## src/rtl/phase_sel_ctrl.sv

```systemverilog
// phase_sel_ctrl -- bang-bang phase selector for a phase interpolator.
//
// Accumulates early/late vote counts delivered once per vote period and
// steps the selected interpolator phase up or down when the accumulated
// imbalance reaches THRESH. After each step a number of vote periods
// (HOLD) is ignored so the loop can settle on the new phase.
//
// Optional feature: define PHSEL_LOCK_DET_EN to build the lock detector.
// Without it, locked is tied low.
//
// Parameters
//   NPH       number of interpolator phases (power of two, 4..16)
//   THRESH    accumulator magnitude that triggers a step (1..12)
//   HOLD      vote periods ignored after each step (0..7)
//   LOCK_CNT  consecutive step-free votes needed for locked (2..255)
//
// Ports
//   clk        sampling clock
//   rst        asynchronous active-high reset
//   enable     loop enable
//   clk_cont   vote-period strobe (level), rising edge marks a new vote
//   ea, la     early / late vote counts for the last period (0..3)
//   phase_idx  current phase index (registered)
//   phase_sel  one-hot decode of phase_idx (registered)
//   up, dn     one-clk step pulses
//   locked     lock indicator (registered)

module phase_sel_ctrl #(
    parameter int unsigned NPH      = 8,
    parameter int unsigned THRESH   = 4,
    parameter int unsigned HOLD     = 2,
    parameter int unsigned LOCK_CNT = 16
) (
    input  logic                   clk,
    input  logic                   rst,
    input  logic                   enable,
    input  logic                   clk_cont,
    input  logic [1:0]             ea,
    input  logic [1:0]             la,
    output logic [$clog2(NPH)-1:0] phase_idx,
    output logic [NPH-1:0]         phase_sel,
    output logic                   up,
    output logic                   dn,
    output logic                   locked
);

    localparam int unsigned        IW        = $clog2(NPH);
    localparam logic signed [4:0]  TH_POS    = 5'(THRESH);
    localparam logic signed [4:0]  TH_NEG    = -TH_POS;
    localparam logic [2:0]         HOLD_LAST = (HOLD == 0) ? 3'd0 : 3'(HOLD - 1);

    typedef enum logic [1:0] {
        ST_IDLE,
        ST_TRACK,
        ST_HOLD
    } state_t;

    state_t             state_q, state_n;
    logic               clk_cont_q;
    logic               vs_stb;
    logic               vote_pend;
    logic signed [4:0]  acc_q, acc_n;
    logic signed [4:0]  d;
    logic signed [4:0]  acc_sum;
    logic [2:0]         hold_q, hold_n;
    logic [IW-1:0]      idx_n;
    logic [NPH-1:0]     sel_n;
    logic               up_n, dn_n;

    // Rising edge of the vote strobe; the vote itself is consumed one clk
    // later so ea/la have settled from the upstream counter.
    assign vs_stb  = clk_cont & ~clk_cont_q;
    assign d       = $signed({3'b000, ea}) - $signed({3'b000, la});
    assign acc_sum = acc_q + d;

    always_comb begin
        state_n = state_q;
        acc_n   = acc_q;
        hold_n  = hold_q;
        idx_n   = phase_idx;
        up_n    = 1'b0;
        dn_n    = 1'b0;

        if (!enable) begin
            state_n = ST_IDLE;
            acc_n   = '0;
            hold_n  = '0;
        end else begin
            case (state_q)
                ST_IDLE: begin
                    state_n = ST_TRACK;
                    acc_n   = '0;
                end
                ST_TRACK: begin
                    if (vote_pend) begin
                        if (acc_sum >= TH_POS) begin
                            up_n  = 1'b1;
                            idx_n = phase_idx + IW'(1);
                        end else if (acc_sum <= TH_NEG) begin
                            dn_n  = 1'b1;
                            idx_n = phase_idx - IW'(1);
                        end else begin
                            acc_n = acc_sum;
                        end
                        if (up_n || dn_n) begin
                            acc_n   = '0;
                            hold_n  = '0;
                            state_n = (HOLD == 0) ? ST_TRACK : ST_HOLD;
                        end
                    end
                end
                ST_HOLD: begin
                    if (vote_pend) begin
                        if (hold_q == HOLD_LAST) begin
                            state_n = ST_TRACK;
                            hold_n  = '0;
                        end else begin
                            hold_n = hold_q + 3'd1;
                        end
                    end
                end
                default: state_n = ST_IDLE;
            endcase
        end

        sel_n        = '0;
        sel_n[idx_n] = 1'b1;
    end

    always_ff @(posedge clk or posedge rst) begin
        if (rst) begin
            state_q    <= ST_IDLE;
            clk_cont_q <= 1'b0;
            vote_pend  <= 1'b0;
            acc_q      <= '0;
            hold_q     <= '0;
            phase_idx  <= '0;
            phase_sel  <= {{(NPH-1){1'b0}}, 1'b1};
            up         <= 1'b0;
            dn         <= 1'b0;
        end else begin
            state_q    <= state_n;
            clk_cont_q <= clk_cont;
            vote_pend  <= vs_stb;
            acc_q      <= acc_n;
            hold_q     <= hold_n;
            phase_idx  <= idx_n;
            phase_sel  <= sel_n;
            up         <= up_n;
            dn         <= dn_n;
        end
    end

`ifdef PHSEL_LOCK_DET_EN
    localparam logic [7:0] LOCK_MAX = 8'(LOCK_CNT);

    logic [7:0] lock_q, lock_n;
    logic       clean_vote;

    // Only votes consumed in TRACK that do not cause a step count toward lock.
    assign clean_vote = enable && (state_q == ST_TRACK) && vote_pend && !up_n && !dn_n;

    always_comb begin
        lock_n = lock_q;
        if (!enable || up_n || dn_n) begin
            lock_n = '0;
        end else if (clean_vote && (lock_q != LOCK_MAX)) begin
            lock_n = lock_q + 8'd1;
        end
    end

    always_ff @(posedge clk or posedge rst) begin
        if (rst) begin
            lock_q <= '0;
            locked <= 1'b0;
        end else begin
            lock_q <= lock_n;
            locked <= (lock_n == LOCK_MAX);
        end
    end
`else
    assign locked = 1'b0;
`endif

endmodule

```

## config.mk

```make
export PLATFORM = sky130hd
export DESIGN_NAME = phase_sel_ctrl
export DESIGN_NICKNAME = d
export VERILOG_FILES = /design/src/rtl/phase_sel_ctrl.sv
export SDC_FILE = /design/constraint.sdc
export NUM_CORES = 1
export LEC_CHECK = 0
export BUFFER_PORTS_ARGS = -buffer_cell sky130_fd_sc_hd__buf_2
export CORE_MARGIN = 2
export CORE_UTILIZATION = 46
export CTS_BUF_LIST = sky130_fd_sc_hd__clkbuf_8
export CTS_CLUSTER_DIAMETER = 120
export DETAILED_ROUTE_END_ITERATION = 8
export MAX_ROUTING_LAYER = met4
export PLACE_DENSITY_LB_ADDON = 0.15
export SLEW_MARGIN = 20
export SYNTH_ARGS = -nofsm -noshare
export SYNTH_HDL_FRONTEND = slang
export SYNTH_SLANG_ARGS = --single-unit
```

## constraint.sdc

```tcl
create_clock -name clk -period 4.26 [get_ports clk]
set_input_delay 0.852 -clock clk [delete_from_list [all_inputs] [get_ports clk]]
set_output_delay 0.852 -clock clk [all_outputs]
set_load 0.03 [all_outputs]
```

==> run summary, run 1 <==
Run status: complete, no violations
Ant. Diodes: 0
Relative slew slack: 0.386
Initial DRT Pass Iterations: 3
CP max FO: 7
CP max-delay cell: fa_1
Setup Buffers After CTS: 0
Layout cell share with drive strength beyond 1: 0.237
Post-layout min period: 3570 ps
Clk sinks: 25
Commonest non-fill, non-tap cell in the layout: dfrtp_1
Clk buf depth: 2
Worst vdd ir: 0.000306 V
CP endpoint kind: flip-flop
Core ar.: 0.00310 mm^2
Family with the most delay on the worst path: adder cells
HPWL Detailed: 2260 um
Layout overhead on the synthesized area: 12.4%
DRT Wirelength: 2900 um
Synth Warn #: 0
Critical path class: in -> reg
Root Buffer: clkbuf_8
Row count: 20
Synthesized cell area: 0.00152 mm^2
Worst min-delay path class: reg -> reg
Final nets: 187
Finish-stage setup viols: 0
Proportion of synthesized chip area in sequential cells: 0.413
Clock Latency Late Sink: 270 ps
DP Worst Slack: 410 ps
Grt total ovfl: 0
Critical Path AT: 3750 ps
WP data required: 4450 ps
Max Freq: 280 MHz
Final ANT Viol Nets: 0
Vias: 1169
DR vias/cell: 5.49
TritonCTS buffer count: 3
DRC violations left: 0
First-pass GRT wire length: 5130 um
Crit-path cells: buf_2, inv_1, ha_1, inv_1, fa_1, inv_1, fa_1, nand2b_1, a21oi_4, mux2i_2, nor2_2, or4_4, a211oi_2
DIE HEIGHT: 61.4 um
CTS hold repair buffers: 0
Fin. max-slew vios: 0
Crit path top cell by count: inv_1
Total GRT Usage: 0.186
Final Cycle Share: 0.837
DIE WIDTH: 61.4 um
CTS resizes: 0
CP max stage delay: 510 ps
Routability Congestion: 0.802
Initial Util: 0.489
CP Launch Type: input pin
Final cell utilization of the core: 0.549
CTS clk-pin slew, worst paths: 90 ps
Initial antenna violation count: 0
Die area: 0.00377 mm^2
Most frequent cells in the layout: dfrtp_1, buf_2, inv_1
Power per cell area: 488 mW/mm^2
WL/cell: 13.6 um
Initial DRC Count: 30
Synth Net Count: 165
Clock skew: 2.28 ps
Slew @ Worst Pin: 920 ps
WP buf/inv: 4
Distinct cells, synth: 54
Final std cells w/o fill: 213
Synth Flop Type: dfrtp_1
RSZ-0062 raised after global routing: false
H-tree depth: 1
Max-cap violations: 0
Synthesized area per cell: 10.2 um^2
IO buf count: 20
Post-synthesis sequential element count: 25
Mapped Cells: 148
Largest net degree at the start of global routing: 26
CTS tree: yes
FFs w/ async S/R, synth: 1.00
I/O pins: 22
LEAKAGE: 0.760 nW
Vias in the first global route: 1142
EDFF count, synth: 0
Final setup margin: 693 ps
Hold Vio Cnt, Final: 0
DP Cell Count: 209
Setup tns final: 0 ps
Total power: 831 uW
metal layers:
layer  global-route usage  vias up  routed length [um]
li1                     -      575                   -
met1                0.234      582                1350
met2                0.316       10                1490
met3               0.0315        2                  49
met4               0.0365        0                  17
met5                    -        -                   0
worst register-to-register path, delay by kind of cell (launching register included):
| kind | cells | cell delay (ps) |
|---|---|---|
| AOI/OAI and AO/OA | 2 | 400 |
| adders and majority gates | 2 | 590 |
| buffers and inverters | 1 | 60 |
| DFF | 1 | 370 |
| muxes | 1 | 330 |
| and+or+nand+nor | 3 | 840 |
Yosys cell counts, types with 2 or more instances:
master     n  area, um^2
o21a_1     4        30.0
ha_1       7        87.6
nand2b_1   3        18.8
o31ai_1    6        45.0
a211oi_1   2        15.0
or3_1      2        12.5
nand3_1    2        10.0
nand4_1    2        12.5
or4_4      2        22.5
a22oi_1    2        15.0
o21ai_0    5        25.0
nor2b_1    3        18.8
dfrtp_1   24         601
nor3_1     2        10.0
inv_1     17        63.8
nand2_1   10        37.5
nor3_2     2        20.0
xnor2_1    3        26.3
fa_1       2        40.0
a21oi_1    8        40.0
nor2_1     7        26.3
final timing paths:
path | from | endpoint | slack [ps] | depth (start not counted)
max | ea[0] | phase_sel[7] | 690 | 13
min | clk_cont_q | vote_pend | 410 | 1
max reg2reg | acc_q[0] | phase_sel[7] | 1600 | 9
min reg2reg | clk_cont_q | vote_pend | 410 | 1
max in group asynchronous | rst | acc_q[2] | 2930 | 2
min in group asynchronous | rst | hold_q[0] | 770 | 2
logic make-up (layout without fill, tap and decap cells):
family	count (synthesis)	in the layout	share of synthesized area
and+or+nand+nor	46	46	0.185
AOI/OAI and AO/OA	40	40	0.211
DFF	25	25	0.413
buffers and inverters	20	41	0.0528
adders and majority gates	9	9	0.0842
xor gates and xnor gates	4	4	0.0281
muxes	3	3	0.0231
other	1	1	0.00247
stage by stage:
step / hold WS [ps] / instance area (um^2)
after floorplan: 378 / 1520
after global placement: 389 / 1660
after detailed placement: 401 / 1660
after CTS: 414 / 1700
after global routing: 432 / 1700
final: 409 / 1700
report_power, final:
group	switching (mW)	total (mW)	internal, mW	leakage, nW
Sequential	0.0351	0.317	0.282	0.326
Clock	0.0785	0.145	0.0662	0.0217
Combinational	0.233	0.369	0.136	0.413
final cells by class:
type                            count  area [um^2]
Tap cell                           44         55.1
Fill cell                         303         1400
Clock inverter                      1         7.51
Multi-Input combinational cell    103          810
Inverter                           17         63.8
Timing Repair Buffer               20          100
Sequential cell                    25          627
Clock buffer                        3         41.3
registers in the layout, indices dropped and copies added (netlist names):
| register | flops |
|---|---|
| phase_sel | 8 |
| hold_q | 3 |
| dn | 1 |
| state_q | 2 |
| phase_idx | 3 |
| acc_q | 5 |
| clk_cont_q | 1 |
| up | 1 |
| vote_pend | 1 |
Power figures use the tool's default switching activity.
==> inputs of run 2 (changes only) <==
--- a/config.mk
+++ b/config.mk
@@ -5,6 +5,7 @@
 export SDC_FILE = /design/constraint.sdc
 export NUM_CORES = 1
 export LEC_CHECK = 0
+export ABC_AREA = 1
 export BUFFER_PORTS_ARGS = -buffer_cell sky130_fd_sc_hd__buf_2
 export CORE_MARGIN = 2
 export CORE_UTILIZATION = 46
==> constraint.sdc (replaced) <==
create_clock -name clk -period 3.41 [get_ports clk]
set_input_delay 0.682 -clock clk [delete_from_list [all_inputs] [get_ports clk]]
set_output_delay 0.682 -clock clk [all_outputs]
set_load 0.03 [all_outputs]
==> run 2 against run 1 <==
Compared with the run above:
- design area decreased by 1.7%
- via count decreased by 2.5%
- count of clock-buffer cells in the layout unchanged
- sequential cell count unchanged
- routed wire length decreased by 8.3%
- worst setup slack got worse by 160 ps
- cell count increased by 12%
- register-to-register slack got worse by 350 ps
- power increased by 21%
- first-iteration DRC count increased by 47%
- sequential share of layout area increased by 0.63 points
==> run summary, run 2 <==
Critical Path AT: 3000 ps
Layout cell share with drive strength beyond 1: 0.289
Max reg flops: 8
TritonCTS buffer count: 3
Hold path depth: 1
Initial antenna violation count: 0
CTS tree: yes
Largest net degree at the start of global routing: 26
Setup Buffers After CTS: 0
Synthesized cell area: 0.00148 mm^2
Most instantiated cells after synthesis: inv_1, nand2_1, dfrtp_1
Root Buffer: clkbuf_8
Final Cycle Share: 0.843
Initial Util: 0.485
Met2 Routed Length: 1370 um
Synth Flop Type: dfrtp_1
CTS clk-pin slew, worst paths: 90 ps
Count leader, synth: inv_1
Post-layout min period: 2870 ps
DRT Wirelength: 2660 um
Met1 Wirelength: 1210 um
Worst hold path startpoint: clk_cont_q
Most frequent cells in the layout: inv_1, nand2_1, dfrtp_1
Die area: 0.00369 mm^2
Power per cell area: 598 mW/mm^2
Commonest non-fill, non-tap cell in the layout: inv_1
Layout overhead on the synthesized area: 13.1%
Post-Layout Inst Area: 0.00168 mm^2
Post-synth top area cell: dfrtp_1
Crit path top cell by count: inv_1
Proportion of synthesized chip area in sequential cells: 0.423
Initial DRC Count: 44
Mapped Cells: 171
Met3 WL post-DR: 68 um
Final ANT Viol Nets: 0
Synth Net Count: 188
DIE HEIGHT: 60.8 um
CP endpoint kind: flip-flop
CTS hold repair buffers: 0
CP max stage delay: 510 ps
Max-cap violations: 0
DRC violations left: 0
FFs w/ async S/R, synth: 1.00
Clk buf depth: 2
DR vias/cell: 4.79
CTS resizes: 0
Hold Vio Cnt, Final: 0
Crit-path cells: buf_2, inv_1, ha_1, inv_1, fa_1, inv_1, fa_1, inv_1, nand3_2, nand2_1, nand2_1, nand2_2, nand2_1, nand3b_1, inv_1, nand3_1, o21ai_0
Routability Congestion: 0.847
First-pass GRT wire length: 4730 um
IO buf count: 20
Worst Hold End: vote_pend
Synth Warn #: 0
Largest regs: phase_sel: 8 flops, acc_q: 5 flops
RSZ-0062 raised after global routing: false
Synthesized area per cell: 8.66 um^2
Critical R2R Capture: acc_q[4]
Synth top area cells: dfrtp_1, inv_1, nand2_1
Final nets: 212
EDFF count, synth: 0
Clk sinks: 25
Initial DRT Pass Iterations: 4
Critical path class: in -> reg
Post-synth top area share: 0.405
Post-synthesis sequential element count: 25
R2R depth: 13
HPWL Detailed: 2160 um
WP data required: 3540 ps
Relative slew slack: 0.375
R2r setup slk: 1250 ps
DIE WIDTH: 60.8 um
Distinct cells, synth: 26
H-tree depth: 1
Run status: complete, no violations
Total GRT Usage: 0.177
Grt total ovfl: 0
CP max-delay cell: fa_1
Worst vdd ir: 0.000339 V
Max Freq: 348 MHz
WP buf/inv: 6
Area post-placement: 0.00163 mm^2
Most flops, register: phase_sel
DR top layer: met4
LEAKAGE: 0.934 nW
Fin. max-slew vios: 0
Family with the most delay on the worst path: adder cells
CP max FO: 3
Setup tns final: 0 ps
Clock skew: 7.14 ps
Ant. Diodes: 0
Clock Latency Late Sink: 270 ps
Vias: 1140
Worst min-delay path class: reg -> reg
Vias in the first global route: 1139
WL/cell: 11.2 um
R2r startpoint: acc_q[0]
Slew @ Worst Pin: 937 ps
Row count: 20
I/O pins: 22
Core ar.: 0.00305 mm^2
CP Launch Type: input pin
Finish-stage setup viols: 0
[run 2: changes by cell type after synthesis, sizes merged, moves of 4 or more]
cell   change
a21oi      -6
inv       +16
nand2     +31
nand3     +20
nor2       +7
o21a       -4
o21ai      +4
o31ai      -6
[run 2: cell type report]
class / count / area [um^2]
Inverter: 33 / 124
Fill cell: 301 / 1380
Timing Repair Buffer: 20 / 100
Clock buffer: 3 / 41.3
Clock inverter: 1 / 5.00
Tap cell: 44 / 55.1
Multi-Input combinational cell: 112 / 723
Sequential cell: 25 / 627
[run 2: per-layer routing]
metal / track usage / up-vias
li1: - / 580
met1: 0.215 / 543
met2: 0.304 / 15
met3: 0.0384 / 2
met4: 0.0373 / 0
met5: - / -
[run 2: power by group]
group          internal [mW]  total, mW  switching (mW)
Sequential             0.358      0.389          0.0314
Combinational          0.130      0.439           0.309
Clock                 0.0817      0.173          0.0917
Total                  0.569       1.00           0.432
[run 2: stage by stage]
stage	util	hold WS, ps	setup WS [ps]	instances	power [mW]
detailed placement	0.534	397	243	234	0.839
global route	0.549	413	249	238	1.08
global placement	0.534	384	310	234	0.828
finish	0.549	401	536	238	1.00
floorplan	-	376	570	171	0.732
CTS	0.549	408	524	238	1.02
[run 2: worst max path at each step]
| stage | start | end | slack [ps] | cells after the start |
|---|---|---|---|---|
| 2_1_floorplan | ea[0] | phase_sel[2] | 570 | 17 |
| 3_3_place_gp | ea[0] | phase_sel[0] | 310 | 18 |
| 3_5_place_dp | ea[0] | phase_sel[2] | 240 | 19 |
| 4_1_cts | ea[0] | phase_sel[7] | 520 | 16 |
| 5_1_grt | ea[0] | phase_sel[1] | 250 | 18 |
| 6_report | ea[0] | acc_q[4] | 540 | 17 |
[run 2: cells by family after synthesis]
family	Yosys count	share of synthesized area
other cells	1	0.00253
buf+inv	34	0.0887
xor+xnor	2	0.0118
simple gates	87	0.341
fa+ha+maj	9	0.0861
compound gates	13	0.0464
flops	25	0.423
==> inputs of run 3 (changes only) <==
--- a/config.mk
+++ b/config.mk
@@ -5,7 +5,7 @@
 export SDC_FILE = /design/constraint.sdc
 export NUM_CORES = 1
 export LEC_CHECK = 0
-export ABC_AREA = 1
+export ABC_AREA = 0
 export BUFFER_PORTS_ARGS = -buffer_cell sky130_fd_sc_hd__buf_2
 export CORE_MARGIN = 2
 export CORE_UTILIZATION = 46
==> constraint.sdc (replaced) <==
create_clock -name clk -period 2.8 [get_ports clk]
set_input_delay 0.56 -clock clk [delete_from_list [all_inputs] [get_ports clk]]
set_output_delay 0.56 -clock clk [all_outputs]
set_load 0.03 [all_outputs]
==> run 3 against run 2 <==
Compared with the run above:
- the run now ends with setup timing left
- cell count did not move
- die area up 2.2%
- largest power group unchanged
- global-route usage rose by 4.0 points
- largest cell class unchanged
- critical endpoint is now state_q[1]
==> run summary, run 3 (same netlist as run 1, synthesis figures left out) <==
Core ar.: 0.00310 mm^2
DP Cell Count: 224
Max Freq: 318 MHz
Ant. Diodes: 0
CTS hold repair buffers: 0
Max reg flops: 8
CP max stage delay: 510 ps
WP data required: 3000 ps
Clock Latency Late Sink: 270 ps
DRC violations left: 0
CP endpoint kind: flip-flop
Commonest non-fill, non-tap cell in the layout: dfrtp_1
First-pass GRT wire length: 5860 um
Routability Congestion: 0.825
Final nets: 212
H-tree depth: 1
R2r setup slk: 70 ps
Final setup margin: -348 ps
Power per cell area: 655 mW/mm^2
Slew @ Worst Pin: 1090 ps
Final ANT Viol Nets: 0
Clk buf depth: 2
RSZ-0062 raised after global routing: true
Worst vdd ir: 0.000465 V
CP max-delay cell: fa_1
Critical Path AT: 3350 ps
Final std cells w/o fill: 238
Total GRT Usage: 0.218
Layout cell share with drive strength beyond 1: 0.515
Critical path class: in -> reg
Grt total ovfl: 0
I/O pins: 22
Most frequent cells in the layout: dfrtp_1, buf_2, buf_4
Final-layout fill cell count: 235
Post-layout min period: 3150 ps
DIE HEIGHT: 61.4 um
Vias in the first global route: 1303
Hold Vio Cnt, Final: 0
DR vias/cell: 5.53
Clock skew: 1.57 ps
Area post-placement: 0.00184 mm^2
Initial DRC Count: 74
Violated checks: setup timing
DIE WIDTH: 61.4 um
Max-cap violations: 0
CP max FO: 4
Layout overhead on the synthesized area: 47.1%
Worst min-delay path class: in -> reg
Crit-path cells: buf_8, inv_12, ha_4, inv_2, fa_1, inv_2, fa_2, nand2b_4, a21oi_4, xnor2_4, buf_6, mux2_4, or3_1, a21oi_2
Initial antenna violation count: 0
Run status: finished, violations left
Relative slew slack: 0.271
Family with the most delay on the worst path: adder cells
Root Buffer: clkbuf_8
HPWL Detailed: 2490 um
CTS tree: yes
Setup tns final: -5410 ps
WP buf/inv: 5
TritonCTS buffer count: 3
Post-Layout Inst Area: 0.00223 mm^2
LEAKAGE: 0.969 nW
Crit path top cell by count: inv_2
Die area: 0.00377 mm^2
Fin. max-slew vios: 0
Initial Util: 0.489
Finish-stage setup viols: 21
Final cell utilization of the core: 0.719
CTS clk-pin slew, worst paths: 90 ps
Largest net degree at the start of global routing: 26
Worst hold slack: 403 ps
Largest regs: phase_sel: 8 flops, acc_q: 5 flops
Vias: 1317
IO buf count: 20
Clk sinks: 25
Most flops, register: phase_sel
Row count: 20
CP Launch Type: input pin
DRT Wirelength: 3910 um
Final Cycle Share: 1.12
WL/cell: 16.4 um
Initial DRT Pass Iterations: 4
-- run 3: cell count changes in the layout (fill, tap and decap cells not counted), sizes merged, moves of 4 or more --
cell,change
nand2,-31
buf,+25
nand3,-20
inv,-15
nor2,-7
a21oi,+6
o31ai,+6
o21a,+4
o21ai,-4
-- run 3: cell type report --
cell class	count	area (um^2)	area share
Clock inverter	1	3.75	0.00168
Multi-Input combinational cell	103	1100	0.493
Inverter	17	76.3	0.0342
Tap cell	44	55.1	0.0247
Timing Repair Buffer	45	328	0.147
Clock buffer	3	41.3	0.0185
Sequential cell	25	627	0.281
-- run 3: worst reg2reg max path, delay by kind of cell, from the launching register on --
| family | cells | cell delay [ps] |
|---|---|---|
| buffers and inverters | 2 | 280 |
| AND/OR/NAND/NOR | 2 | 620 |
| flip-flops | 1 | 400 |
| adder cells (fa/ha/maj) | 2 | 730 |
| AO/OA/AOI/OAI | 2 | 610 |
-- run 3: path summary, 6_finish.rpt --
check	start	endpoint	cells past startpoint
setup / recovery	ea[0]	state_q[1]	14
hold / removal	clk_cont	clk_cont_q	1
setup reg to reg	acc_q[0]	phase_sel[7]	8
hold reg to reg	clk_cont_q	vote_pend	1
max in group asynchronous	rst	acc_q[0]	2
min in group asynchronous	rst	vote_pend	2
-- run 3: what timing repair did --
| item | CTS | global route |
|---|---|---|
| setup buffers | 8 | 2 |
| setup endpoints to repair | 21 | 21 |
| resized for setup | 28 | 29 |
| pin swaps | 11 | 13 |
-- run 3: per-layer routing --
layer | routed length [um] | track usage | share of wire | vias up
li1 | - | - | - | 624
met4 | 24 | 0.0608 | 0.0061 | 0
met5 | 0 | - | 0 | -
met2 | 2250 | 0.395 | 0.58 | 29
met3 | 104 | 0.0378 | 0.027 | 5
met1 | 1530 | 0.245 | 0.39 | 659
-- run 3: metrics by stage --
stage | power (mW) | setup WS, ps
floorplan | 0.931 | -318
global placement | 1.08 | -644
detailed placement | 1.10 | -661
CTS | 1.38 | -314
global route | 1.53 | -424
finish | 1.46 | -348
-- run 3: power breakdown --
part	internal [mW]	total, mW	switching (mW)	leakage (nW)
clock	0.0983	0.215	0.117	0.0269
sequential	0.429	0.493	0.0642	0.326
combinational	0.307	0.752	0.445	0.616
